$ cat config.mk
export PLATFORM = sky130hd
export DESIGN_NAME = ap_kernel_driver_flat
export DESIGN_NICKNAME = d
export VERILOG_FILES = /design/src/rtl/ap_kernel_driver_pkg.sv /design/src/rtl/ap_kernel_driver_if.sv /design/src/rtl/ap_kernel_driver_req_fifo.sv /design/src/rtl/ap_kernel_driver.sv /design/src/flat_wrapper.sv
export SDC_FILE = /design/constraint.sdc
export NUM_CORES = 1
export LEC_CHECK = 0
export ABC_AREA = 1
export CAP_MARGIN = 20
export CORE_MARGIN = 3
export CORE_UTILIZATION = 28
export CTS_CLUSTER_DIAMETER = 60
export CTS_CLUSTER_SIZE = 20
export DETAILED_ROUTE_END_ITERATION = 8
export GPL_TIMING_DRIVEN = 0
export PLACE_DENSITY = 0.56
export SLEW_MARGIN = 10
export SYNTH_ARGS = -nofsm -noshare
export SYNTH_HDL_FRONTEND = slang
export SYNTH_SLANG_ARGS = --single-unit
$ cat constraint.sdc
create_clock -name ap_clk -period 2.9 [get_ports ap_clk]
set_input_delay 0.58 -clock ap_clk [delete_from_list [all_inputs] [get_ports ap_clk]]
set_output_delay 0.58 -clock ap_clk [all_outputs]
set_load 0.01 [all_outputs]
$ cat src/rtl/ap_kernel_driver_pkg.sv
// Shared types and default widths for the ap_start/ap_done kernel driver.
// Latency: n/a (declarations only).
// Backpressure: n/a.
package ap_drv_pkg;

    // Driver sequencing: wait for a free kernel, hold ap_start one cycle, then wait for ap_done.
    typedef enum logic [1:0] {
        ST_IDLE  = 2'd0,
        ST_START = 2'd1,
        ST_WAIT  = 2'd2
    } state_e;

    localparam int DEF_W     = 32;
    localparam int DEF_TAG_W = 4;
    localparam int DEF_CYC_W = 16;

endpackage

$ cat src/rtl/ap_kernel_driver_if.sv
// Bundle of the request stream, result stream and kernel block-level handshake.
// Latency: n/a (wires only).
// Backpressure: in_ready / out_ready carried here; master = driver, slave = environment + kernel.
interface ap_kernel_driver_if
    import ap_drv_pkg::*;
#(
    parameter int W     = DEF_W,
    parameter int TAG_W = DEF_TAG_W,
    parameter int CYC_W = DEF_CYC_W
) ();
    // request stream
    logic             in_valid;
    logic             in_ready;
    logic [W-1:0]     in_n;
    // result stream
    logic             out_valid;
    logic             out_ready;
    logic [W-1:0]     out_data;
    logic [TAG_W-1:0] out_tag;
    logic [CYC_W-1:0] out_cycles;
    // kernel ap_* handshake
    logic             k_start;
    logic [W-1:0]     k_n;
    logic             k_done;
    logic             k_idle;
    logic             k_ready;
    logic [W-1:0]     k_return;

    modport master (
        input  in_valid, in_n, out_ready, k_done, k_idle, k_ready, k_return,
        output in_ready, out_valid, out_data, out_tag, out_cycles, k_start, k_n
    );

    modport slave (
        output in_valid, in_n, out_ready, k_done, k_idle, k_ready, k_return,
        input  in_ready, out_valid, out_data, out_tag, out_cycles, k_start, k_n
    );
endinterface

$ cat src/rtl/ap_kernel_driver_req_fifo.sv
// Generic synchronous FIFO with registered count; holds pending kernel arguments.
// Latency: a push is visible at head_o on the next cycle.
// Backpressure: full_o from the registered count; push while full is taken only with a same-cycle pop.
// Ports: ap_clk/ap_rst_n, push_i/push_dat_i write side, pop_i/head_o read side, full_o/empty_o status.
module req_fifo #(
    parameter int W     = 32,
    parameter int DEPTH = 4
) (
    input  logic         ap_clk,
    input  logic         ap_rst_n,
    input  logic         push_i,
    input  logic [W-1:0] push_dat_i,
    input  logic         pop_i,
    output logic [W-1:0] head_o,
    output logic         full_o,
    output logic         empty_o
);
    localparam int AW = (DEPTH > 1) ? $clog2(DEPTH) : 1;
    localparam int CW = AW + 1;

    logic [W-1:0]  mem_q [DEPTH];
    logic [AW-1:0] wr_ptr_q;
    logic [AW-1:0] rd_ptr_q;
    logic [CW-1:0] count_q;
    logic          do_push;
    logic          do_pop;

    assign empty_o = (count_q == '0);
    assign full_o  = (count_q == CW'(DEPTH));
    assign head_o  = mem_q[rd_ptr_q];
    assign do_pop  = pop_i && !empty_o;
    assign do_push = push_i && (!full_o || do_pop);

    // Storage needs no reset: only entries below count_q are ever read.
    always_ff @(posedge ap_clk) begin
        if (do_push) begin
            mem_q[wr_ptr_q] <= push_dat_i;
        end
    end

    // DEPTH is a power of two, so the pointers wrap naturally.
    always_ff @(posedge ap_clk or negedge ap_rst_n) begin
        if (!ap_rst_n) begin
            wr_ptr_q <= '0;
            rd_ptr_q <= '0;
            count_q  <= '0;
        end else begin
            if (do_push) wr_ptr_q <= wr_ptr_q + AW'(1);
            if (do_pop)  rd_ptr_q <= rd_ptr_q + AW'(1);
            case ({do_push, do_pop})
                2'b10:   count_q <= count_q + CW'(1);
                2'b01:   count_q <= count_q - CW'(1);
                default: count_q <= count_q;
            endcase
        end
    end
endmodule

$ cat src/rtl/ap_kernel_driver.sv
// Feeds queued arguments to an ap_ctrl_hs kernel one job at a time; returns result + tag + latency.
// Latency: earliest k_start 2 cycles after accept; out_valid the edge after the first WAIT cycle with k_done.
// Backpressure: in_ready low when the FIFO is full; a held result blocks the next issue until it is taken.
// Ports: ap_clk, ap_rst_n (async active-low), bus = request/result streams and kernel ap_* signals.
module ap_kernel_driver
    import ap_drv_pkg::*;
#(
    parameter int W     = DEF_W,
    parameter int DEPTH = 4,
    parameter int TAG_W = DEF_TAG_W,
    parameter int CYC_W = DEF_CYC_W
) (
    input  logic               ap_clk,
    input  logic               ap_rst_n,
    ap_kernel_driver_if.master bus
);
    state_e           state_q;
    logic             k_start_q;
    logic [W-1:0]     k_n_q;
    logic             out_valid_q;
    logic [W-1:0]     out_data_q;
    logic [TAG_W-1:0] out_tag_q;
    logic [CYC_W-1:0] out_cycles_q;
    logic [TAG_W-1:0] seq_q;
    logic [CYC_W-1:0] cnt_q;

    logic             fifo_full;
    logic             fifo_empty;
    logic [W-1:0]     fifo_head;
    logic             push;
    logic             slot_free;
    logic             issue;

    assign push      = bus.in_valid && !fifo_full;
    // The slot counts as free when the consumer takes the held result this very cycle.
    assign slot_free = !out_valid_q || bus.out_ready;
    // Requiring k_idle also covers a kernel still finishing a job orphaned by our reset:
    // nothing issues until it reports idle, and we never reset the kernel ourselves.
    assign issue     = (state_q == ST_IDLE) && !fifo_empty && bus.k_idle && bus.k_ready && slot_free;

    req_fifo #(.W(W), .DEPTH(DEPTH)) u_req_fifo (
        .ap_clk     (ap_clk),
        .ap_rst_n   (ap_rst_n),
        .push_i     (push),
        .push_dat_i (bus.in_n),
        .pop_i      (issue),
        .head_o     (fifo_head),
        .full_o     (fifo_full),
        .empty_o    (fifo_empty)
    );

    always_ff @(posedge ap_clk or negedge ap_rst_n) begin
        if (!ap_rst_n) begin
            state_q      <= ST_IDLE;
            k_start_q    <= 1'b0;
            k_n_q        <= '0;
            out_valid_q  <= 1'b0;
            out_data_q   <= '0;
            out_tag_q    <= '0;
            out_cycles_q <= '0;
            seq_q        <= '0;
            cnt_q        <= '0;
        end else begin
            if (out_valid_q && bus.out_ready) begin
                out_valid_q <= 1'b0;
            end
            case (state_q)
                ST_IDLE: begin
                    if (issue) begin
                        k_n_q     <= fifo_head;
                        k_start_q <= 1'b1;
                        cnt_q     <= CYC_W'(1);
                        state_q   <= ST_START;
                    end
                end
                // k_done here may be left over from the previous job, so it is not looked at.
                ST_START: begin
                    k_start_q <= 1'b0;
                    state_q   <= ST_WAIT;
                end
                // The output slot is guaranteed empty here: issue only happens once it is free.
                ST_WAIT: begin
                    if (bus.k_done) begin
                        out_data_q   <= bus.k_return;
                        out_tag_q    <= seq_q;
                        out_cycles_q <= cnt_q;
                        out_valid_q  <= 1'b1;
                        seq_q        <= seq_q + TAG_W'(1);
                        state_q      <= ST_IDLE;
                    end else if (cnt_q != '1) begin
                        cnt_q <= cnt_q + CYC_W'(1);
                    end
                end
                default: state_q <= ST_IDLE;
            endcase
        end
    end

    assign bus.in_ready   = !fifo_full;
    assign bus.out_valid  = out_valid_q;
    assign bus.out_data   = out_data_q;
    assign bus.out_tag    = out_tag_q;
    assign bus.out_cycles = out_cycles_q;
    assign bus.k_start    = k_start_q;
    assign bus.k_n        = k_n_q;
endmodule

$ cat src/flat_wrapper.sv
// flat-port wrapper written by rule: the top's interface ports become plain ports
module ap_kernel_driver_flat import ap_drv_pkg::*;
#(
    parameter int W     = DEF_W,
    parameter int DEPTH = 4,
    parameter int TAG_W = DEF_TAG_W,
    parameter int CYC_W = DEF_CYC_W
)
  (ap_clk, ap_rst_n, bus_in_valid, bus_in_n, bus_out_ready, bus_k_done, bus_k_idle, bus_k_ready, bus_k_return, bus_in_ready, bus_out_valid, bus_out_data, bus_out_tag, bus_out_cycles, bus_k_start, bus_k_n);
  ap_kernel_driver_if #(.W(W), .TAG_W(TAG_W), .CYC_W(CYC_W)) bus_i ();
  input  logic ap_clk;
  input  logic ap_rst_n;
  input wire logic [$bits(bus_i.in_valid)-1:0] bus_in_valid;
  input wire logic [$bits(bus_i.in_n)-1:0] bus_in_n;
  input wire logic [$bits(bus_i.out_ready)-1:0] bus_out_ready;
  input wire logic [$bits(bus_i.k_done)-1:0] bus_k_done;
  input wire logic [$bits(bus_i.k_idle)-1:0] bus_k_idle;
  input wire logic [$bits(bus_i.k_ready)-1:0] bus_k_ready;
  input wire logic [$bits(bus_i.k_return)-1:0] bus_k_return;
  output wire logic [$bits(bus_i.in_ready)-1:0] bus_in_ready;
  output wire logic [$bits(bus_i.out_valid)-1:0] bus_out_valid;
  output wire logic [$bits(bus_i.out_data)-1:0] bus_out_data;
  output wire logic [$bits(bus_i.out_tag)-1:0] bus_out_tag;
  output wire logic [$bits(bus_i.out_cycles)-1:0] bus_out_cycles;
  output wire logic [$bits(bus_i.k_start)-1:0] bus_k_start;
  output wire logic [$bits(bus_i.k_n)-1:0] bus_k_n;
  assign bus_i.in_valid = bus_in_valid;
  assign bus_i.in_n = bus_in_n;
  assign bus_i.out_ready = bus_out_ready;
  assign bus_i.k_done = bus_k_done;
  assign bus_i.k_idle = bus_k_idle;
  assign bus_i.k_ready = bus_k_ready;
  assign bus_i.k_return = bus_k_return;
  assign bus_in_ready = bus_i.in_ready;
  assign bus_out_valid = bus_i.out_valid;
  assign bus_out_data = bus_i.out_data;
  assign bus_out_tag = bus_i.out_tag;
  assign bus_out_cycles = bus_i.out_cycles;
  assign bus_k_start = bus_i.k_start;
  assign bus_k_n = bus_i.k_n;
  ap_kernel_driver #(.W(W), .DEPTH(DEPTH), .TAG_W(TAG_W), .CYC_W(CYC_W)) u_core (.ap_clk(ap_clk), .ap_rst_n(ap_rst_n), .bus(bus_i));
endmodule
==> flow_summary.yaml, run 1 <==
timing:
  relSlewSlack_pct: 53.8
  setup-violations-final: 0
  hold_viol: 0
  max_slew.worst_pin.slew_ns: 0.692
  max_freq_mhz: 407
  fin_setup_tns_ns: 0
  fin_crit_ns: 2.46
  rsz0062_at_grt: "false"
  skew_ns: 0.0366
  drv_slew: 0
  period_share_pct: 84.8
grt:
  grt_usage_pct: 13.1
  grt_pass1_vias: 6807
  grt_max_degree: 68
  grt_pass1_wl_um: 38100
  overflow: 0
  antenna_found_initial: 2
placed_design:
  post_dp_cell_area_um2: 11900
  dp_cells: 1492
  routabilityCongestion: 0.793
  io_buffers: 157
  dpl.hpwl_um: 16200
pwr:
  p_total_mw: 12.7
  powerDensity_nw_per_um2: 986
  p_leak_nw: 5.02
  peakVddDrop_uv: 566
yosys:
  ys_seq_elements: 243
  yosysWarnings: 0
  synth_seq_area_share_pct: 69.7
  ys_types: 29
  synth.net_count: 961
  synth.avg_cell_area_um2: 10.9
  netlist_instances: 882
  synth_area_um2: 9640
setup_path:
  rrSetupSlack_ns: 0.47
  crit_fanout: 19
  critPathArrivalTime_ns: 2.87
  end_kind: "flop"
  reg2reg_from: "u_core.state_q[0]"
  slowest_delay_ns: 0.45
  setup.worst_path.start_class: "input pin"
  crit_chain: "clkdlybuf4s50_1, nand2_1, nor2_1, nand3_2, inv_2, buf_4, ha_1, inv_1, fa_1, a21oi_1, o21ai_0, xor2_1"
  cpMaxStageDelayCell: "clkdlybuf4s50_1"
  critical_path_class: "in -> reg"
  r2r-end: "u_core.u_req_fifo.count_q[2]"
  rr_worst_depth: 12
  cp.required_ns: 3.31
  path_buf_inv: 4
  path_delay_family: "buffers and inverters"
cts:
  tritoncts: "built"
  cts_buffers: 25
  root_buffer: "clkbuf_16"
  postCtsResizedCells: 0
  cts.sinks: 243
  path_clk_slew_ns: 0.07
  htree_num_levels: 1
  clockBufferDepth: 3
  insertion_delay_ns: 0.54
detailed_routing:
  vias: 6707
  drc: 0
  ant_nets: 0
  wirelength_um: 24100
  drt_first_pass_iters: 5
  drtIter0Drc: 299
  avgRoutedWirePerCell_um: 15.7
  viasPerCell: 4.36
die:
  fp.dieH_um: 192
  io_pins: 158
  initial_utilization_pct: 28.6
  rows: 67
  chipWidth_um: 192
  fp.coreArea_um2: 33700
  die_area_um2: 36700
cells_and_area:
  diodes: 0
  final_layout_size_suffix_gt1_share_pct: 9.27
  final_cell_mix: "nand2_1 (193), nor2_1 (181), clkdlybuf4s50_1 (156), edfxtp_1 (128), dfrtp_1 (115)"
  final_cell_area_um2: 12900
  instances_no_fill: 1537
  area_growth_pct: 33.4
  final_common_cell: "nand2_1"
  final_util_pct: 38.2
  nets: 1149
run_status:
  status: "finished clean"
job:
  maxCapViolCount: 0
min_path:
  hp-class: "in -> async"
==> synth_stat cells (all sizes together) <==
master,n,area (um^2)
dfrtp,115,2880
nand3,12,77.6
ha,7,87.6
nand4,4,25.0
o21ai,102,541
clkbuf,17,63.8
buf,24,156
inv,40,150
fa,1,20.0
nand2,200,773
edfxtp,128,3840
xor2,6,52.6
xnor2,4,35.0
nor2,188,723
a31oi,32,200
a21oi,2,10.0
==> where the power goes <==
part,switching (mW),internal [mW]
combinational,2.34,1.78
sequential,0.429,4.60
clock,1.46,2.06
total,4.23,8.45
==> worst reg2reg max path: stages, from the launching register on <==
cell	delay (ns)
dfrtp_1	0.41
inv_2	0.07
nand2_1	0.08
nor2_1	0.13
nand3_2	0.20
inv_2	0.12
buf_4	0.28
ha_1	0.20
inv_1	0.06
fa_1	0.37
a21oi_1	0.14
o21ai_0	0.11
xor2_1	0.15
==> timing repair <==
item,in CTS,in global routing
setup endpoints to repair,0,1
setup buffers,0,0
hold buffers,0,0
==> metrics by stage <==
step / worst slack (ns) / hold WS (ns)
final: 0.442 / 0.00266
after global routing: 0.131 / 0.0244
after CTS: 0.182 / 0.00469
after detailed placement: -0.354 / 0.463
after global placement: -3.87 / 0.462
after floorplan: 0.355 / 0.284
==> area by class of cell <==
| type | count | area, um^2 |
|---|---|---|
| Sequential cell | 243 | 6720 |
| Clock buffer | 29 | 661 |
| Buffer | 40 | 215 |
| Inverter | 40 | 150 |
| Clock inverter | 17 | 273 |
| Tap cell | 448 | 561 |
| Timing Repair Buffer | 162 | 1700 |
| Multi-Input combinational cell | 558 | 2570 |
| Fill cell | 3317 | 20800 |
==> per-layer routing <==
| metal | wire length (um) | track usage, % |
|---|---|---|
| met5 | 34 | 0 |
| met4 | 507 | 2.99 |
| met3 | 1580 | 3.12 |
| met2 | 11500 | 22.8 |
| met1 | 10400 | 16.6 |
==> cells by family after synthesis <==
| group | share of synthesized area [%] |
|---|---|
| DFF | 69.7 |
| xor gates and xnor gates | 0.909 |
| buffers and inverters | 3.84 |
| and+or+nand+nor | 16.6 |
| adders and majority gates | 1.12 |
| AOI/OAI and AO/OA | 7.79 |
==> flip-flops by register name, summed over array words and instances, names as in the netlist, 3 cells and up <==
signal	cells
u_core.cnt_q	16
u_core.bus.out_tag	4
u_core.bus.k_n	32
u_core.bus.out_cycles	16
u_core.u_req_fifo.count_q	3
u_core.bus.out_data	32
u_core.u_req_fifo.mem_q	128
u_core.seq_q	4
==> how the worst max path moves through the flow <==
| stage | start | end | cells past startpoint |
|---|---|---|---|
| final | bus_k_ready | u_core.u_req_fifo.count_q[2] | 12 |
| after global routing | u_core.state_q[0] | u_core.u_req_fifo.count_q[2] | 12 |
| after CTS | u_core.state_q[0] | u_core.u_req_fifo.count_q[2] | 13 |
| after detailed placement | bus_k_idle | u_core.u_req_fifo.count_q[2] | 13 |
| after global placement | ap_rst_n | u_core.bus.k_n[19] | 1 |
| after floorplan | u_core.u_req_fifo.count_q[0] | u_core.u_req_fifo.mem_q[0][0] | 4 |
Power figures use the tool's default switching activity.
==> run 2, diff against run 1 <==
clock period = 2.45 ns   (was 2.9 ns; I/O delays follow)
==> run 2 against run 1 <==
Clock skew grew 0.0010 ns. Via count rose by 0.46%. Setup slack got worse by 0.16 ns. Combinational power grew 20%. Clock power rose by 18%. Total power is 19% higher. Cell area up 0.64%. Flip-flop and latch count unchanged. Final cell count up 0.46%. Sequential share of layout area fell by 0.33 points. Global-route usage is essentially flat. Critical path type is now reg -> reg. Critical endpoint unchanged.
==> flow_summary.yaml, run 2 (synthesis gave the netlist of run 1 again) <==
cells_and_area:
  fillers: 3306
  final_cell_mix: "nand2_1 (192), nor2_1 (180), clkdlybuf4s50_1 (156), edfxtp_1 (128), dfrtp_1 (115)"
  final_util_pct: 38.4
  multi_input_area_um2: 2590
  area_growth_pct: 34.3
  instances_no_fill: 1544
  final_cell_area_um2: 12900
  nets: 1156
  diodes: 0
  final_layout_size_suffix_gt1_share_pct: 9.95
  seq_area_um2: 6720
  largest_reg_flops: 128
  regMostFlops: "u_core.u_req_fifo.mem_q"
  final_common_cell: "nand2_1"
die:
  fp.coreArea_um2: 33700
  fp.dieH_um: 192
  rows: 67
  chipWidth_um: 192
  die_area_um2: 36700
  initial_utilization_pct: 28.6
  io_pins: 158
pwr:
  p_leak_nw: 5.06
  p_total_mw: 15.1
  peakVddDrop_uv: 670
  powerDensity_nw_per_um2: 1160
timing:
  setup-violations-final: 0
  relSlewSlack_pct: 53.6
  fin_setup_tns_ns: 0
  drv_slew: 0
  rsz0062_at_grt: "false"
  skew_ns: 0.0377
  max_freq_mhz: 461
  max_slew.worst_pin.slew_ns: 0.695
  hold_viol: 0
  fin_crit_ns: 2.17
  period_share_pct: 88.4
min_path:
  holdCritStartpoint: "u_core.seq_q[3]"
  hp-class: "reg -> reg"
placed_design:
  post_dp_cell_area_um2: 11900
  dpl.hpwl_um: 16200
  io_buffers: 157
  routabilityCongestion: 0.793
  dp_cells: 1492
setup_path:
  critical_path_class: "reg -> reg"
  cp.required_ns: 2.86
  crit_fanout: 9
  critPathArrivalTime_ns: 2.58
  setup.worst_path.start_class: "flop"
  worstSetupStartpoint: "u_core.state_q[1]"
  reg2reg_from: "u_core.state_q[1]"
  end_kind: "flop"
detailed_routing:
  vias: 6738
  wirelength_um: 24100
  ant_nets: 0
  viasPerCell: 4.36
  avgRoutedWirePerCell_um: 15.6
  drtIter0Drc: 313
  drc: 0
  drt_first_pass_iters: 5
job:
  maxCapViolCount: 0
grt:
  antenna_found_initial: 2
  grt_usage_pct: 13.1
  grt_max_degree: 68
  grt_pass1_wl_um: 38100
  overflow: 0
  grt_pass1_vias: 6818
cts:
  insertion_delay_ns: 0.54
  cts_buffers: 25
  path_clk_slew_ns: 0.07
  clockBufferDepth: 3
  htree_num_levels: 1
  tritoncts: "built"
  root_buffer: "clkbuf_16"
  cts.sinks: 243
run_status:
  status: "finished clean"
==> run 2: cell type report <==
class	count	share of cell area, %
clock buffers	29	5.10
well taps	448	4.33
multi-input cells	558	20.0
plain buffers	40	1.76
flip-flops and latches	243	51.9
clock inverters	17	2.11
inverters	40	1.18
repair buffers	169	13.6
==> run 2: timing repair <==
| action | 4_1_cts | 5_1_grt |
|---|---|---|
| hold buffers | 1 | 0 |
| endpoints found under the setup margin | 2 | 1 |
| pin swaps | 0 | 1 |
| endpoints found under the hold margin | 48 | 0 |
| cloned | 0 | 0 |
| resized for setup | 1 | 6 |
| buffers inserted | 0 | 6 |
==> run 2: report_power, final <==
group	internal (mW)	total [mW]	switching [mW]	leakage, nW
registers	5.45	5.95	0.505	2.60
logic	2.15	4.93	2.78	2.01
clock network	2.44	4.17	1.73	0.453
==> run 2: final timing paths <==
path	endpoint	cells past startpoint	slack [ns]
worst max-delay path	u_core.u_req_fifo.count_q[2]	12	0.28
worst min-delay path	u_core.seq_q[3]	1	0.47
worst max register to register	u_core.u_req_fifo.count_q[2]	12	0.28
worst min register to register	u_core.seq_q[3]	1	0.47
max in group asynchronous	u_core.bus.k_n[24]	3	1.25
min in group asynchronous	u_core.bus.out_data[29]	2	0.49
==> run 2: metal layers <==
| metal | GRT usage, % | up-vias | wire (um) |
|---|---|---|---|
| li1 | - | 3331 | - |
| met1 | 16.5 | 3183 | 10400 |
| met4 | 2.99 | 4 | 503 |
| met2 | 22.9 | 182 | 11600 |
| met3 | 3.12 | 38 | 1560 |
| met5 | 0 | - | 34 |
==> run 2: worst max-delay path: stages, from the launching register on <==
cell     delay, ns
dfrtp_1       0.38
inv_2         0.08
nand2_1       0.09
nor2_2        0.16
nand3_4       0.16
inv_4         0.11
buf_12        0.12
ha_1          0.13
inv_1         0.06
fa_1          0.37
a21oi_1       0.14
o21ai_0       0.11
xor2_1        0.15
==> run 2: stage by stage <==
step | hold WS, ns | setup WS [ns]
floorplan | 0.194 | -0.0950
global placement | 0.462 | -4.23
detailed placement | 0.463 | -0.714
CTS | 0.475 | 0.0132
global route | 0.490 | 0.0381
finish | 0.471 | 0.283
==> run 3, diff against run 2 <==
MAX_ROUTING_LAYER = met4   (was unset)
SKIP_LAST_GASP = 1   (was unset)
==> run 3 against run 2 <==
Via count is 0.28% higher. Critical path depth is 9 lower. Non-clock buffer count stayed put. Total power hardly changed. Clock skew is 0.0013 ns lower. Setup slack better by 0.0032 ns. Fmax is 0.15% higher. Clock-buffer cell count stayed put. Sequential power hardly changed. Highest routed layer is now met4.
==> flow_summary.yaml, run 3 (synthesis gave the netlist of run 1 again) <==
run_status:
  status: "finished clean"
die:
  initial_utilization_pct: 28.6
  fp.coreArea_um2: 33700
  chipWidth_um: 192
  fp.dieH_um: 192
  rows: 67
  die_area_um2: 36700
  io_pins: 158
timing:
  max_freq_mhz: 462
  fin_crit_ns: 2.16
  drv_slew: 0
  max_slew.worst_pin.slew_ns: 0.696
  relSlewSlack_pct: 53.5
  setup-violations-final: 0
  rsz0062_at_grt: "false"
  period_share_pct: 88.3
  holdWs_ns: 0.472
  skew_ns: 0.0363
  hold_viol: 0
pwr:
  powerDensity_nw_per_um2: 1160
  peakVddDrop_uv: 673
  p_total_mw: 15.1
  p_leak_nw: 5.06
cts:
  insertion_delay_ns: 0.54
  cts.sinks: 243
  root_buffer: "clkbuf_16"
  htree_num_levels: 1
  tritoncts: "built"
  cts_buffers: 25
  clockBufferDepth: 3
  path_clk_slew_ns: 0.07
detailed_routing:
  viasPerCell: 4.37
  drt_first_pass_iters: 4
  ant_nets: 0
  drc: 0
  drtIter0Drc: 284
  vias: 6757
  avgRoutedWirePerCell_um: 15.6
  wirelength_um: 24100
setup_path:
  cp.required_ns: 1.96
  rrSetupSlack_ns: 0.29
  critical_path_class: "reg -> out"
  critPathArrivalTime_ns: 1.67
  setup.worst_path.start_class: "flop"
  cpMaxStageDelayCell: "clkdlybuf4s50_1"
  end_kind: "output port"
  crit_fanout: 3
  path_buf_inv: 2
  path_delay_family: "buffers and inverters"
  crit_chain: "inv_1, nand3_1, clkdlybuf4s50_1"
  slowest_delay_ns: 0.50
cells_and_area:
  final_common_cell: "nand2_1"
  regMostFlops: "u_core.u_req_fifo.mem_q"
  largest_reg_flops: 128
  final_cell_mix: "nand2_1 (192), nor2_1 (180), clkdlybuf4s50_1 (156), edfxtp_1 (128), dfrtp_1 (115)"
  final_layout_size_suffix_gt1_share_pct: 9.95
  area_growth_pct: 34.3
  nets: 1156
  instances_no_fill: 1546
  final_cell_area_um2: 12900
placed_design:
  routabilityCongestion: 0.808
  dpl.hpwl_um: 16200
  io_buffers: 157
  post_dp_cell_area_um2: 11900
  dp_cells: 1492
min_path:
  hp-class: "reg -> reg"
grt:
  overflow: 0
  antenna_found_initial: 2
  grt_usage_pct: 13.5
  grt_pass1_vias: 6825
  grt_pass1_wl_um: 38100
  grt_max_degree: 68
job:
  maxCapViolCount: 0
## run 3: cell types whose count changed in the layout (fill, tap and decap cells not counted), sizes merged
cell / previous run / this run
diode: 0 / 2
## run 3: final timing paths
check | depth (start not counted) | from | endpoint
worst max register to register | 12 | u_core.state_q[1] | u_core.u_req_fifo.count_q[2]
max in group asynchronous | 3 | ap_rst_n | u_core.bus.k_n[24]
worst min-delay path | 1 | u_core.seq_q[3] | u_core.seq_q[3]
worst max-delay path | 3 | u_core.u_req_fifo.count_q[0] | bus_in_ready
worst min register to register | 1 | u_core.seq_q[3] | u_core.seq_q[3]
min in group asynchronous | 2 | ap_rst_n | u_core.bus.out_data[29]
## run 3: timing repair
| item | in CTS | in global routing |
|---|---|---|
| pin swaps | 0 | 1 |
| setup endpoints to repair | 2 | 1 |
| setup buffers | 0 | 6 |
| resized for setup | 1 | 6 |
| endpoints found under the hold margin | 48 | 0 |
| hold buffers | 1 | 0 |
## run 3: per-layer routing
| metal | track usage [%] | share of wire (%) | vias to the layer above |
|---|---|---|---|
| li1 | - | - | 3334 |
| met1 | 16.7 | 44 | 3200 |
| met2 | 22.9 | 48 | 190 |
| met3 | 2.93 | 6.3 | 33 |
| met4 | 2.99 | 2.1 | 0 |
| met5 | - | 0 | - |
## run 3: worst register-to-register path, cell delays in order, from the launching register on
cell,delay (ns)
dfrtp_1,0.38
inv_2,0.08
nand2_1,0.09
nor2_2,0.16
nand3_4,0.15
inv_4,0.11
buf_12,0.12
ha_1,0.13
inv_1,0.06
fa_1,0.37
a21oi_1,0.14
o21ai_0,0.11
xor2_1,0.15
## run 3: power breakdown
part | switching (mW) | internal, mW | total [mW]
Clock | 1.73 | 2.44 | 4.17
Sequential | 0.502 | 5.45 | 5.95
Combinational | 2.79 | 2.15 | 4.94
## run 3: area by class of cell
type | count | area, um^2
flip-flops and latches | 243 | 6720
fillers | 3304 | 20800
inverters | 40 | 153
repair buffers | 169 | 1760
diodes | 2 | 5.00
well taps | 448 | 561
plain buffers | 40 | 228
clock inverters | 17 | 273
clock buffers | 29 | 661
multi-input cells | 558 | 2590
## run 3: through the flow
| step | setup WS (ns) | TNS [ns] | utilization [%] |
|---|---|---|---|
| after floorplan | -0.0950 | -12.16 | - |
| after global placement | -4.23 | -724.06 | 34.9 |
| after detailed placement | -0.714 | -5.66 | 35.4 |
| after CTS | 0.0132 | 0 | 38.2 |
| after global routing | 0.0381 | 0 | 38.4 |
| final | 0.286 | 0 | 38.4 |
